### src/rtl/rf_wb_ctrl_if.sv
// rtl/rf_wb_ctrl_if.sv - ALU/LSU result inputs and register-file write port bundle for rf_wb_ctrl
interface rf_wb_ctrl_if #(
    parameter int DEPTH = 4
);
    localparam int CW = $clog2(DEPTH) + 1;

    logic          alu_valid;
    logic [4:0]    alu_rd;
    logic [31:0]   alu_data;
    logic          mem_valid;
    logic          mem_ready;
    logic [4:0]    mem_rd;
    logic [31:0]   mem_data;
    logic          WE3;
    logic [4:0]    A3;
    logic [31:0]   WD3;
    logic [31:0]   pending;
    logic [CW-1:0] fifo_count;

    modport master (
        output alu_valid, alu_rd, alu_data, mem_valid, mem_rd, mem_data,
        input  mem_ready, WE3, A3, WD3, pending, fifo_count
    );

    modport slave (
        input  alu_valid, alu_rd, alu_data, mem_valid, mem_rd, mem_data,
        output mem_ready, WE3, A3, WD3, pending, fifo_count
    );
endinterface

### src/rtl/rf_wb_ctrl.sv
// rtl/rf_wb_ctrl.sv - register-file writeback arbiter, ALU priority over FIFO-buffered LSU results
// Optional pending-write scoreboard is built when RF_WB_SCOREBOARD_EN is defined.
module rf_wb_ctrl #(
    parameter int DEPTH = 4
) (
    input  logic         clk,
    input  logic         rst,
    rf_wb_ctrl_if.slave  bus
);
    localparam int PW = $clog2(DEPTH);
    localparam int CW = PW + 1;

    logic [4:0]    rd_mem   [DEPTH];
    logic [31:0]   data_mem [DEPTH];
    logic [PW-1:0] wr_ptr;
    logic [PW-1:0] rd_ptr;
    logic [CW-1:0] count;
    logic          full;
    logic          empty;
    logic          alu_take;
    logic          push;
    logic          pop;
    logic          we_q;
    logic [4:0]    a3_q;
    logic [31:0]   wd3_q;

    assign full     = (count == CW'(DEPTH));
    assign empty    = (count == '0);
    assign alu_take = bus.alu_valid && (bus.alu_rd != 5'd0);
    // x0 handshakes are consumed but never enter the FIFO
    assign push     = bus.mem_valid && !full && (bus.mem_rd != 5'd0);
    assign pop      = !alu_take && !empty;

    always_ff @(posedge clk) begin
        if (push) begin
            rd_mem[wr_ptr]   <= bus.mem_rd;
            data_mem[wr_ptr] <= bus.mem_data;
        end
    end

    always_ff @(posedge clk) begin
        if (rst) begin
            wr_ptr <= '0;
            rd_ptr <= '0;
            count  <= '0;
            we_q   <= 1'b0;
            a3_q   <= '0;
            wd3_q  <= '0;
        end else begin
            if (push) wr_ptr <= wr_ptr + 1'b1;
            if (pop)  rd_ptr <= rd_ptr + 1'b1;
            case ({push, pop})
                2'b10:   count <= count + 1'b1;
                2'b01:   count <= count - 1'b1;
                default: count <= count;
            endcase
            if (alu_take) begin
                we_q  <= 1'b1;
                a3_q  <= bus.alu_rd;
                wd3_q <= bus.alu_data;
            end else if (pop) begin
                we_q  <= 1'b1;
                a3_q  <= rd_mem[rd_ptr];
                wd3_q <= data_mem[rd_ptr];
            end else begin
                we_q  <= 1'b0;
            end
        end
    end

    assign bus.mem_ready  = !full;
    assign bus.WE3        = we_q;
    assign bus.A3         = a3_q;
    assign bus.WD3        = wd3_q;
    assign bus.fifo_count = count;

`ifdef RF_WB_SCOREBOARD_EN
    logic [PW-1:0] slot_off;
    logic [31:0]   pend;

    // A slot is live when its distance from the read pointer is below count
    always_comb begin
        pend     = '0;
        slot_off = '0;
        for (int i = 0; i < DEPTH; i++) begin
            slot_off = PW'(i) - rd_ptr;
            if ({1'b0, slot_off} < count) pend[rd_mem[i]] = 1'b1;
        end
        if (we_q) pend[a3_q] = 1'b1;
    end

    assign bus.pending = pend;
`else
    assign bus.pending = 32'h0;
`endif
endmodule

### src/flat_wrapper.sv
// flat-port wrapper written by rule: the top's interface ports become plain ports
module rf_wb_ctrl_flat 
#(
    parameter int DEPTH = 4
)
  (clk, rst, bus_alu_valid, bus_alu_rd, bus_alu_data, bus_mem_valid, bus_mem_rd, bus_mem_data, bus_mem_ready, bus_WE3, bus_A3, bus_WD3, bus_pending, bus_fifo_count);
  rf_wb_ctrl_if #(.DEPTH(DEPTH)) bus_i ();
  input  logic clk;
  input  logic rst;
  input wire logic [$bits(bus_i.alu_valid)-1:0] bus_alu_valid;
  input wire logic [$bits(bus_i.alu_rd)-1:0] bus_alu_rd;
  input wire logic [$bits(bus_i.alu_data)-1:0] bus_alu_data;
  input wire logic [$bits(bus_i.mem_valid)-1:0] bus_mem_valid;
  input wire logic [$bits(bus_i.mem_rd)-1:0] bus_mem_rd;
  input wire logic [$bits(bus_i.mem_data)-1:0] bus_mem_data;
  output wire logic [$bits(bus_i.mem_ready)-1:0] bus_mem_ready;
  output wire logic [$bits(bus_i.WE3)-1:0] bus_WE3;
  output wire logic [$bits(bus_i.A3)-1:0] bus_A3;
  output wire logic [$bits(bus_i.WD3)-1:0] bus_WD3;
  output wire logic [$bits(bus_i.pending)-1:0] bus_pending;
  output wire logic [$bits(bus_i.fifo_count)-1:0] bus_fifo_count;
  assign bus_i.alu_valid = bus_alu_valid;
  assign bus_i.alu_rd = bus_alu_rd;
  assign bus_i.alu_data = bus_alu_data;
  assign bus_i.mem_valid = bus_mem_valid;
  assign bus_i.mem_rd = bus_mem_rd;
  assign bus_i.mem_data = bus_mem_data;
  assign bus_mem_ready = bus_i.mem_ready;
  assign bus_WE3 = bus_i.WE3;
  assign bus_A3 = bus_i.A3;
  assign bus_WD3 = bus_i.WD3;
  assign bus_pending = bus_i.pending;
  assign bus_fifo_count = bus_i.fifo_count;
  rf_wb_ctrl #(.DEPTH(DEPTH)) u_core (.clk(clk), .rst(rst), .bus(bus_i));
endmodule
### config.mk
export PLATFORM = sky130hd
export DESIGN_NAME = rf_wb_ctrl_flat
export DESIGN_NICKNAME = d
export VERILOG_FILES = /design/src/rtl/rf_wb_ctrl_if.sv /design/src/rtl/rf_wb_ctrl.sv /design/src/flat_wrapper.sv
export SDC_FILE = /design/constraint.sdc
export NUM_CORES = 1
export LEC_CHECK = 0
export CAP_MARGIN = 30
export CORE_MARGIN = 5
export CORE_UTILIZATION = 51
export DETAILED_ROUTE_END_ITERATION = 10
export PLACE_DENSITY_LB_ADDON = 0.15
export SETUP_SLACK_MARGIN = 0.2
export SLEW_MARGIN = 5
export SYNTH_ARGS = -nofsm -noshare
export SYNTH_HDL_FRONTEND = slang
export SYNTH_SLANG_ARGS = --single-unit
### constraint.sdc
create_clock -name clk -period 2.8 [get_ports clk]
set_input_delay 0.28 -clock clk [delete_from_list [all_inputs] [get_ports clk]]
set_output_delay 0.28 -clock clk [all_outputs]
set_load 0.05 [all_outputs]
Word-level counts from Yosys, hierarchy flattened
Memories as Yosys holds them, arrays and structs flattened. A register that Yosys moved wholly into a read port is not among the register bits.
Cells that the tools add are included.
W data, S select, Z words.
- add/subtract/negate cells: 4
- eq/ne operators: 3
- muxes and demuxes: 13
- reductions and logical operators: 12
- operators by type and width (cell ; count):
    $mux W32 ; 2
    $mux W5 ; 2
    $reduce_bool A5 Y1 ; 2
    $mux W2 ; 4
    $pmux W3 S2 ; 1
    $add A2 B1 Y2 const B ; 2
    $logic_and A1 B1 Y1 ; 4
    $mux W1 ; 4
    $reduce_bool A2 Y1 ; 2
    $add A3 B1 Y3 const B ; 1
    $eq A3 B3 Y1 const B ; 1
    $logic_not A1 Y1 ; 3
    $logic_not A3 Y1 ; 1
    $sub A3 B1 Y3 const B ; 1
    $eq A2 B1 Y1 const B ; 1
    $eq A2 B2 Y1 const B ; 1
- register bits: 45
- RAM bits: 148
- output and inout bits: 74
- logic and storage cells: 40
- memories: 2
- memory list (memory ; words ; bits a word ; read ports ; clocked after Yosys merged registers in ; wr ports ; line ; text):
    u_core.data_mem ; 4 ; 32 ; 1 ; 1 ; 1 ; rf_wb_ctrl.sv:14 ; logic [31:0] data_mem [DEPTH];
    u_core.rd_mem ; 4 ; 5 ; 1 ; 1 ; 1 ; rf_wb_ctrl.sv:13 ; logic [4:0] rd_mem [DEPTH];

Longest topological paths before layout
- depth in word-level cells: 6
- mapped depth: 11

Least setup slack after synthesis
OpenSTA, ideal clock, no wires.
- path type: reg2reg
- start: register u_core.count[2] (netlist: u_core.bus.fifo_count[2])
- end: register u_core.count[2] (netlist: u_core.bus.fifo_count[2])
- setup time: 0.071 ns
- arrival: 2.788 ns
- setup slack: -0.058 ns
- stages on the path, launching flop included: 10
- buffers on the path: 0
- period minus slack after synthesis: 2.858 ns
- cells stage by stage: dfxtp_1 or3b_2 o211a_1 inv_1 ha_1 inv_1 fa_1 xor2_1 or3_1 a21oi_1
- longest elaborated chain between the ends: 6
- RTL lines (what ; line ; text):
    start, declared ; rf_wb_ctrl.sv:17 ; logic [CW-1:0] count;
    start signal, assigned ; rf_wb_ctrl.sv:53 ; 2'b10: count <= count + 1'b1;
    start signal, assigned ; rf_wb_ctrl.sv:54 ; 2'b01: count <= count - 1'b1;
    start signal, assigned ; rf_wb_ctrl.sv:55 ; default: count <= count;
    $eq A3 B3 Y1 (*) ; rf_wb_ctrl.sv:27 ; assign full = (count == CW'(DEPTH));
    $logic_not A1 Y1 (*) ; n/a ;
    named net bus_mem_ready ; flat_wrapper.sv:16 ; output wire logic [$bits(bus_i.mem_ready)-1:0] bus_mem_ready;
    $logic_and A1 B1 Y1 (*) (2 in a row) ; rf_wb_ctrl.sv:31 ; assign push = bus.mem_valid && !full && (bus.mem_rd != 5'd0);
    $eq A2 B1 Y1 / $eq A2 B2 Y1 (equally long branches) ; rf_wb_ctrl.sv:52 ; case ({push, pop})
    $pmux W3 S2 / $reduce_bool A2 Y1 (equally long branches) ; n/a ;
Mark *: on every way through the listed nets, which the timed path passes. The rest lies on a longest branch.
A chain may end at the register's enable or synchronous reset.

Worst setup path in the final report
- start: input bus_alu_rd[1]
- end: register u_core.count[2] (netlist: u_core.bus.fifo_count[2])
- longest elaborated chain between the ends: 6
- RTL lines (what ; line ; text):
    start, declared ; flat_wrapper.sv:11 ; input wire logic [$bits(bus_i.alu_rd)-1:0] bus_alu_rd;
    $reduce_bool A5 Y1 (*) ; rf_wb_ctrl.sv:29 ; assign alu_take = bus.alu_valid && (bus.alu_rd != 5'd0);
    $logic_and A1 B1 Y1 (*) ; rf_wb_ctrl.sv:29 ;
    $logic_not A1 Y1 (*) ; rf_wb_ctrl.sv:32 ; assign pop = !alu_take && !empty;
    $logic_and A1 B1 Y1 (*) ; rf_wb_ctrl.sv:32 ;
    named net u_core.pop ; rf_wb_ctrl.sv:22 ; logic pop;
    $eq A2 B1 Y1 / $eq A2 B2 Y1 (equally long branches) ; rf_wb_ctrl.sv:52 ;
    $pmux W3 S2 / $reduce_bool A2 Y1 (equally long branches) ; n/a ;
Marked as above.

==> results_dict.tcl <==
set metrics [dict create \
    irDropWorstVdd_mv 0.4469 \
    remaining_drc_errors 0 \
    numCtsBuffers 17 \
    cts-root-buf "clkbuf_16" \
    power_density_mw_per_mm2 880.2 \
    num-fill-cells 1041 \
    post_drt_wl_per_cell_um 19.81 \
    post-dp-hpwl_mm 10.36 \
    place_congestion 0.7445 \
    firstDrtPassIters 4 \
    cts_resized 0 \
    fin_crit_sh 0.8726 \
    die_w_um 132.8 \
    area_delta_synth_final_pct 25.24 \
    grt_use_met3 0.04897 \
    grt_pass1_vias 4767 \
    hold_class "primary input to flop" \
    seq_area_mm2 0.005389 \
    fp.coreArea_mm2 0.01464 \
    io_buffers 119 \
    ys_seq_area_frac 0.7007 \
    critPathLaunchType "primary input" \
    maxCapViolCount 0 \
    vias_per_cell 5.421 \
    grt.total_usage 0.1913 \
    routed-via-count 4418 \
    grt_overflow 0 \
    drt_iter0_drc 257 \
    grt_max_degree 47 \
    clk_pin_slew_ns 0.07 \
    slew_violations 0 \
    dp_cells 782 \
    synth-edff-count 148 \
    cts_sinks 195 \
    crit_fanout 2 \
    synthDistinctLibCells 34 \
    p_leak_uw 0.003276 \
    synth_common_cells "edfxtp_1, dfxtp_1, a21oi_1, nor2_1" \
    grt_setup_unrepaired "no" \
    multi_input_area_mm2 0.002016 \
    postRouteAntennaNets 0 \
    gr-usage-met1 0.2549 \
    diodes 0 \
    syn-cell-area_mm2 0.007685 \
    post-cts-setup-buffers 0 \
    cts_buffer_depth 2 \
    nets 702 \
    dieArea_mm2 0.01762 \
    fin_worst_skew_ns 0.009233 \
    die-height_um 132.8 \
    yosysMostFrequentCell "edfxtp_1" \
    postSynthAreaPerCell_um2 15.75 \
    syn-instance-count 488 \
    cts_hold_buffers 0 \
    worstSetupEndpointType "flop" \
    worst_pin_slew_ns 0.7566 \
    yosys_warnings 0 \
    worstPathArrival_ns 2.79 \
    status "finished, final reports clean" \
    initial_core_util 0.5248 \
    met2_usage 0.3114 \
    clock_latency_ns 0.42 \
    grt_pass1_wl_mm 25.92 \
    post_route_cells_drive_above_1_share 0.1648 \
    path_class "primary input to flop" \
    min_period_ns 2.443 \
    synth_seq_cells 195 \
    finalHoldViolations 0 \
    synthFlopType "edfxtp_1" \
    grt_antenna_before_repair 0 \
    synth_area_leaders "edfxtp_1, dfxtp_1, mux4_2" \
    fmax_ghz 0.4093 \
    async_flop_share 0 \
    slew_headroom 0.4956 \
    holdWs_ns 0.3276 \
    wl_mm 16.14 \
    grt-busiest-layer "met2" \
    layoutNonFillerInstCount 815 \
    yosysTopAreaCell "edfxtp_1" \
    ctsHtreeMaxLevel 4 \
    cts_tree "yes" \
    setup-violations-final 0 \
    worstPathRequired_ns 3.15 \
    synth_top_area_frac 0.5783 \
    io_pins 152 \
    rows 44 \
]
-- critical path, cell delays in order --
cell and delay [ns]:
clkdlybuf4s50_1 0.43, or4_4 0.56, o21a_1 0.20, nor2_1 0.10
ha_1 0.18, inv_1 0.06, fa_1 0.37, xor2_1 0.16
or3_1 0.30, a21oi_1 0.15
-- report_power, final --
| part | internal, uW | switching, uW | total (uW) |
|---|---|---|---|
| Combinational | 969 | 1510 | 2480 |
| Clock | 1270 | 1030 | 2290 |
| Sequential | 3500 | 197 | 3700 |
| Total | 5730 | 2740 | 8470 |
-- final cells by class --
cell class | instances | area share
sequential | 195 | 0.5599
timing repair buffer | 141 | 0.1451
inverter | 7 | 0.002730
multi-input combinational | 256 | 0.2094
tap | 184 | 0.02392
clock buffer | 21 | 0.05122
clock inverter | 11 | 0.007670
-- registers in the layout, summed over array words and instances, names as in the netlist, named ones only --
| signal | count |
|---|---|
| u_core.rd_ptr | 2 |
| u_core.bus.A3 | 5 |
| u_core.data_mem | 128 |
| u_core.bus.fifo_count | 3 |
| u_core.rd_mem | 20 |
| u_core.bus.WD3 | 32 |
| u_core.bus.WE3 | 1 |
| u_core.wr_ptr | 2 |
-- kinds of logic (layout without fill, tap and decap cells) --
| logic type | count (synthesis) | count (layout) | synth area share |
|---|---|---|---|
| multiplexers | 39 | 39 | 0.1114 |
| buffers and inverters | 68 | 180 | 0.05470 |
| adder cells (fa/ha/maj) | 6 | 6 | 0.01075 |
| other | 1 | 32 | 0.0004880 |
| XOR/XNOR | 3 | 3 | 0.003420 |
| AO/OA/AOI/OAI | 85 | 85 | 0.06919 |
| AND/OR/NAND/NOR | 91 | 91 | 0.04933 |
| flip-flops | 195 | 195 | 0.7007 |
-- cells in the final DEF (no fill, tap or decap), drive strengths merged, types with 4 or more instances in the layout --
| master | synthesis | final |
|---|---|---|
| and2 | 4 | 4 |
| a211oi | 35 | 35 |
| clkbuf | 13 | 21 |
| clkinvlp | 0 | 5 |
| buf | 48 | 23 |
| inv | 7 | 10 |
| nor2 | 42 | 42 |
| dfxtp | 47 | 47 |
| mux4 | 37 | 37 |
| clkdlybuf4s50 | 0 | 118 |
| a21oi | 42 | 42 |
| ha | 5 | 5 |
| conb | 1 | 32 |
| edfxtp | 148 | 148 |
| nand2 | 37 | 37 |
-- path summary, 6_finish.rpt --
path,start,end,slack [ns],cells after the start
worst min-delay path,rst,u_core.bus.fifo_count[0],0.33,2
worst min register to register,u_core.rd_ptr[1],flop,0.50,2
worst max register to register,u_core.bus.fifo_count[0],u_core.bus.fifo_count[2],0.51,9
worst max-delay path,bus_alu_rd[1],u_core.bus.fifo_count[2],0.36,10
-- through the flow --
stage | power [uW] | util | setup slack (ns) | setup TNS [ns] | area [um^2]
finish | 8471 | 0.6572 | 0.3568 | 0 | 9624
CTS | 8561 | 0.6553 | 0.3444 | 0 | 9597
detailed placement | 6278 | 0.6166 | -0.08885 | -0.08885 | 9030
global placement | 6233 | 0.6166 | -0.02398 | -0.02398 | 9030
floorplan | 5463 | - | 0.2008 | 0 | 7810
global route | 8874 | 0.6572 | 0.2357 | 0 | 9624
-- per-layer routing --
layer  part of all wire  wire length [um]  up-vias
met5                  0                 0        -
met4              0.010               162        0
met3              0.064              1032       10
met2               0.51              8200      142
met1               0.42              6748     2221
li1                   -                 -     2045
No activity file was read; power rests on OpenSTA's default activity.
